## src/rtl/ahb_mux_dphase_if.sv

```systemverilog
// Bus bundle for ahb_mux_dphase: address-phase select/valid, HREADY, per-channel
// payloads and the data-phase outputs. The mux attaches through the slave modport.
interface ahb_mux_dphase_if #(
    parameter int unsigned CHANNEL_NUM = 7,
    parameter int unsigned PAYLOAD     = 34,
    parameter int unsigned ERR_CNT_W   = 8
);
    logic [CHANNEL_NUM-1:0][PAYLOAD-1:0] payload_in;
    logic [CHANNEL_NUM-1:0]              sel_a;
    logic                                trans_valid;
    logic                                hready_in;
    logic [PAYLOAD-1:0]                  payload_out;
    logic [CHANNEL_NUM-1:0]              sel_d;
    logic                                dphase_active;
    logic                                sel_err;
    logic [ERR_CNT_W-1:0]                err_cnt;

    modport master (
        output payload_in, sel_a, trans_valid, hready_in,
        input  payload_out, sel_d, dphase_active, sel_err, err_cnt
    );

    modport slave (
        input  payload_in, sel_a, trans_valid, hready_in,
        output payload_out, sel_d, dphase_active, sel_err, err_cnt
    );
endinterface

```

## src/rtl/ahb_mux_dphase.sv

```systemverilog
// AHB data-phase payload mux: registers the address-phase one-hot select on HREADY
// and muxes payload_in from it. Define AHB_MUX_SELERR_EN for multi-hot select error reporting.
module ahb_mux_dphase #(
    parameter int unsigned        CHANNEL_NUM     = 7,
    parameter int unsigned        PAYLOAD         = 34,
    parameter logic [PAYLOAD-1:0] DEFAULT_PAYLOAD = '0,
    parameter int unsigned        ERR_CNT_W       = 8
) (
    input logic             hclk,
    input logic             hreset_n,
    ahb_mux_dphase_if.slave bus
);
    logic [CHANNEL_NUM-1:0] sel_res;
    logic [CHANNEL_NUM-1:0] dsel_q, dsel_d;
    logic                   dact_q, dact_d;
    logic [PAYLOAD-1:0]     payload_mux;

    // x & -x isolates the lowest set bit, giving lowest-index priority on multi-hot selects
    assign sel_res = bus.sel_a & (~bus.sel_a + CHANNEL_NUM'(1));

    always_comb begin
        dsel_d = dsel_q;
        dact_d = dact_q;
        if (bus.hready_in) begin
            dsel_d = bus.trans_valid ? sel_res : '0;
            dact_d = bus.trans_valid && (bus.sel_a != '0);
        end
    end

    always_ff @(posedge hclk or negedge hreset_n) begin
        if (!hreset_n) begin
            dsel_q <= '0;
            dact_q <= 1'b0;
        end else begin
            dsel_q <= dsel_d;
            dact_q <= dact_d;
        end
    end

    // dsel_q is one-hot or zero, so at most one channel ever matches
    always_comb begin
        payload_mux = DEFAULT_PAYLOAD;
        for (int unsigned i = 0; i < CHANNEL_NUM; i++) begin
            if (dsel_q[i]) payload_mux = bus.payload_in[i];
        end
    end

    assign bus.payload_out   = payload_mux;
    assign bus.sel_d         = dsel_q;
    assign bus.dphase_active = dact_q;

`ifdef AHB_MUX_SELERR_EN
    logic                 multi_hot;
    logic                 err_q, err_d;
    logic [ERR_CNT_W-1:0] cnt_q, cnt_d;

    assign multi_hot = (bus.sel_a & (bus.sel_a - CHANNEL_NUM'(1))) != '0;

    always_comb begin
        err_d = err_q;
        cnt_d = cnt_q;
        if (bus.hready_in && bus.trans_valid && multi_hot) begin
            err_d = 1'b1;
            if (cnt_q != '1) cnt_d = cnt_q + ERR_CNT_W'(1);
        end
    end

    always_ff @(posedge hclk or negedge hreset_n) begin
        if (!hreset_n) begin
            err_q <= 1'b0;
            cnt_q <= '0;
        end else begin
            err_q <= err_d;
            cnt_q <= cnt_d;
        end
    end

    assign bus.sel_err = err_q;
    assign bus.err_cnt = cnt_q;
`else
    assign bus.sel_err = 1'b0;
    assign bus.err_cnt = '0;
`endif
endmodule

```

## src/flat_wrapper.sv

```systemverilog
// flat-port wrapper written by rule: the top's interface ports become plain ports
module ahb_mux_dphase_flat 
#(
    parameter int unsigned        CHANNEL_NUM     = 7,
    parameter int unsigned        PAYLOAD         = 34,
    parameter logic [PAYLOAD-1:0] DEFAULT_PAYLOAD = '0,
    parameter int unsigned        ERR_CNT_W       = 8
)
  (hclk, hreset_n, bus_payload_in, bus_sel_a, bus_trans_valid, bus_hready_in, bus_payload_out, bus_sel_d, bus_dphase_active, bus_sel_err, bus_err_cnt);
  ahb_mux_dphase_if #(.CHANNEL_NUM(CHANNEL_NUM), .PAYLOAD(PAYLOAD), .ERR_CNT_W(ERR_CNT_W)) bus_i ();
  input logic hclk;
  input logic hreset_n;
  input wire logic [$bits(bus_i.payload_in)-1:0] bus_payload_in;
  input wire logic [$bits(bus_i.sel_a)-1:0] bus_sel_a;
  input wire logic [$bits(bus_i.trans_valid)-1:0] bus_trans_valid;
  input wire logic [$bits(bus_i.hready_in)-1:0] bus_hready_in;
  output wire logic [$bits(bus_i.payload_out)-1:0] bus_payload_out;
  output wire logic [$bits(bus_i.sel_d)-1:0] bus_sel_d;
  output wire logic [$bits(bus_i.dphase_active)-1:0] bus_dphase_active;
  output wire logic [$bits(bus_i.sel_err)-1:0] bus_sel_err;
  output wire logic [$bits(bus_i.err_cnt)-1:0] bus_err_cnt;
  assign bus_i.payload_in = bus_payload_in;
  assign bus_i.sel_a = bus_sel_a;
  assign bus_i.trans_valid = bus_trans_valid;
  assign bus_i.hready_in = bus_hready_in;
  assign bus_payload_out = bus_i.payload_out;
  assign bus_sel_d = bus_i.sel_d;
  assign bus_dphase_active = bus_i.dphase_active;
  assign bus_sel_err = bus_i.sel_err;
  assign bus_err_cnt = bus_i.err_cnt;
  ahb_mux_dphase #(.CHANNEL_NUM(CHANNEL_NUM), .PAYLOAD(PAYLOAD), .DEFAULT_PAYLOAD(DEFAULT_PAYLOAD), .ERR_CNT_W(ERR_CNT_W)) u_core (.hclk(hclk), .hreset_n(hreset_n), .bus(bus_i));
endmodule
```

## config.mk

```make
export PLATFORM = sky130hd
export DESIGN_NAME = ahb_mux_dphase_flat
export DESIGN_NICKNAME = d
export VERILOG_FILES = /design/src/rtl/ahb_mux_dphase_if.sv /design/src/rtl/ahb_mux_dphase.sv /design/src/flat_wrapper.sv
export SDC_FILE = /design/constraint.sdc
export NUM_CORES = 1
export LEC_CHECK = 0
export BUFFER_PORTS_ARGS = -buffer_cell sky130_fd_sc_hd__buf_2
export CORE_AREA = 2 2 116 118
export CTS_CLUSTER_SIZE = 12
export DETAILED_ROUTE_END_ITERATION = 12
export DIE_AREA = 0 0 118 120
export SYNTH_ARGS = -nofsm -noshare
export SYNTH_HDL_FRONTEND = slang
export SYNTH_SLANG_ARGS = --single-unit
```

## constraint.sdc

```tcl
create_clock -name hclk -period 2.3 [get_ports hclk]
set_clock_uncertainty 0.15 [all_clocks]
set_input_delay 0.46 -clock hclk [delete_from_list [all_inputs] [get_ports hclk]]
set_output_delay 0.46 -clock hclk [all_outputs]
set_load 0.005 [all_outputs]
```

==> run_results.csv <==
group,metric,value,unit
setup_path,r2r-end,"u_core.bus.sel_d[6]",
yosys,synth_top_cells_by_count,"o21ai_1, inv_1, a21oi_1",
setup_path,critical_path.max_fanout,5,
routing,viasPerCell,4.79,
routing,drt_iter0_drc,190,
clock_tree,clk_transition_reported_paths,0.04,ns
setup_path,slowest_delay,0.44,ns
floorplanning,rows,42,
yosys,syn_inst,331,
clock_tree,cts_root_buf,"clkbuf_16",
yosys,synthSimpleGateAreaFrac,0.0366,
power,powerDensity,268,nW/µm²
grt,grt_max_degree,41,
flow_run,drv_cap,0,
setup_path,crit_family,"compound AO/OA/AOI/OAI gates",
setup_path,path_cells,"buf_12 > buf_4 > a221o_1 > a221oi_2 > o21ai_1 > buf_2",
yosys,synth_compound_area_frac,0.701,
floorplanning,core,13000,µm²
run_status,status,"complete, but fails checks",
setup_path,cp-start-kind,"flop",
setup_path,timing.critical_path.buf_inv,3,
yosys,ys_seq_area_frac,0.0848,
run_status,violations,"setup timing",
routing,drc_errors,0,
yosys,synth-edff-count,0,
timing,finalCriticalPeriod,2.39,ns
power,peakVddDrop,0.293,mV
timing,final_max_slew_viol_count,0,
routing,route.antenna.remaining_nets,0,
grt,grt_usage,0.168,
clock_tree,h-tree-depth,1,
grt,globalRouteOverflowTotal,0,
yosys,synth.top_cell.area_share,0.191,
yosys,async_flop_share,1.00,
setup_path,required,1.69,ns
yosys,netlist_area,2360,µm²
timing,fmax,0.419,GHz
setup_path,reg2reg_slack,1.04,ns
timing,holdWs,0.331,ns
clock_tree,clk_latency,0.23,ns
yosys,avgSynthCellArea,7.13,µm²
hold_path,min_path_cells,1,
setup_path,r2r_cells,2,
clock_tree,numCtsBuffers,3,
floorplanning,die_h,120,µm
hold_path,hp-class,"flop to flop",
clock_tree,cts_tree,"done",
clock_tree,cts_buffer_depth,2,
timing,grt_setup_unrepaired,"yes",
routing,wl_met1,5110,µm
final_layout,nets,866,
timing,finalSetupViolCount,32,
yosys,synth.most_common_cell,"o21ai_1",
power,power,0.00118,W
setup_path,rr_startpoint,"u_core.bus.sel_d[6]",
routing,dr.pass1.iters,4,
routing,dr.max_layer_used,"met4",
power,leakage,2.27,nW
routing,wl_met3,1060,µm
setup_path,cp.arrival,1.78,ns
hold_path,min_from,"u_core.bus.dphase_active",
timing,finalHoldViolations,0,
grt,grt_pass1_wl,19200,µm
floorplanning,dieArea,14200,µm²
setup_path,worst_path_max_delay_cell,"dfrtp_2",
yosys,yosys_register_bits,8,
yosys,yosys.area_share.adder,0,
placed_design,place.gp.congestion,0.820,
yosys,synth_top_family_by_area,"compound AO/OA/AOI/OAI gates",
routing,wirelength,12800,µm
floorplanning,pin_count,300,
clock_tree,clkSinkCount,8,
yosys,synth_cell_types,27,
grt,antenna_found_initial,0,
setup_path,end_kind,"output port",
yosys,synth_mux_area_frac,0,
yosys,yosys-top-cells-area,"a221oi_2, a221o_1, a22oi_1",
hold_path,hold_path_end,"u_core.bus.dphase_active",
floorplanning,initial_utilization,0.182,
yosys,ys.flop_type,"dfrtp_1",
timing,setup_slack,-0.0874,ns
grt,first_global_vias,3643,
final_layout,drive_gt1_frac,0.601,
routing,wl_met2,6480,µm
yosys,synthXorXnorAreaFrac,0,
placed_design,hpwl,10000,µm
placed_design,port_buffers,290,
yosys,yosys_warnings,0,
yosys,yosys.area.top_type,"a221oi_2",
routing,via_count,3799,
final_layout,syn_to_final_growth,86.7,%
floorplanning,die_w,118,µm
setup_path,worst-setup-path-type,"flop to output port",
routing,drt-wirelength-per-cell,16.2,µm
timing,fin_crit_sh,1.04,
## kinds of logic (layout without fill, tap and decap cells)
group / count (synthesis) / count (layout)
buf+inv: 90 / 366
simple gates: 18 / 19
other cells: 1 / 10
compound gates: 214 / 214
flops: 8 / 8
## power breakdown
group          leakage [nW]  total, W  switching, W  internal, W
logic                  2.13  0.000725      0.000311     0.000414
clock network        0.0382  0.000300     0.0000693     0.000231
registers             0.102  0.000155    0.00000753     0.000147
## placed cells by master (no fill, tap or decap), types with 12 or more instances in the layout
master      n
a221oi_2   34
buf_4      15
a21oi_1    35
o21ai_1    43
inv_1      39
buf_2     290
buf_12     12
o21ai_0    27
a22oi_1    33
a221o_1    33
## worst max-delay path by stage
stage                                   start             endpoint  slack [ns]  cells after the start
after floorplan           u_core.bus.sel_d[0]  bus_payload_out[10]        0.31                      6
after global placement    u_core.bus.sel_d[1]  bus_payload_out[33]       -0.14                      6
after detailed placement  u_core.bus.sel_d[1]  bus_payload_out[33]       -0.17                      6
after CTS                 u_core.bus.sel_d[1]   bus_payload_out[2]        -0.1                      6
after global routing      u_core.bus.sel_d[1]  bus_payload_out[15]       -0.17                      7
final                     u_core.bus.sel_d[1]  bus_payload_out[31]       -0.09                      6
## cell type report
type | count | area (µm²)
Fill cell | 1412 | 8570
Timing Repair Buffer | 323 | 1900
Multi-Input combinational cell | 242 | 1850
Tap cell | 176 | 220
Sequential cell | 8 | 205
Inverter | 39 | 146
Clock buffer | 4 | 78.8
Antenna cell | 1 | 2.50
## flip-flops by register name, indices dropped and copies added (netlist names)
name / cells
u_core.bus.sel_d: 7
u_core.bus.dphase_active: 1
## metal layers
| layer | vias up | global-route usage |
|---|---|---|
| met3 | 12 | 0.0266 |
| met5 | - | 0 |
| li1 | 1869 | - |
| met2 | 204 | 0.315 |
| met4 | 0 | 0.0324 |
| met1 | 1714 | 0.202 |
## what timing repair did
| action | in CTS | in global routing |
|---|---|---|
| endpoints found under the setup margin | 33 | 34 |
| pin swaps | 12 | 17 |
| setup buffers | 11 | 0 |
| hold buffers | 1 | 0 |
| resized for setup | 14 | 8 |
| endpoints found under the hold margin | 8 | 0 |
| cloned | 2 | 1 |
## through the flow
stage | instance area (µm²) | utilization | cells | setup slack, ns | setup TNS (ns)
2_1_floorplan | 2390 | - | 339 | 0.314 | 0
3_3_place_gp | 4060 | 0.312 | 773 | -0.140 | -0.274
3_5_place_dp | 4060 | 0.312 | 773 | -0.172 | -0.319
4_1_cts | 4350 | 0.335 | 791 | -0.0975 | -1.97
5_1_grt | 4400 | 0.339 | 792 | -0.174 | -4.01
6_report | 4410 | 0.339 | 793 | -0.0874 | -1.65
## worst register-to-register path: stages (launching register included)
cell and delay (ns):
dfrtp_1 0.47, buf_4 0.27, a32o_1 0.25
Note: power is estimated with default switching activity, not from simulation.
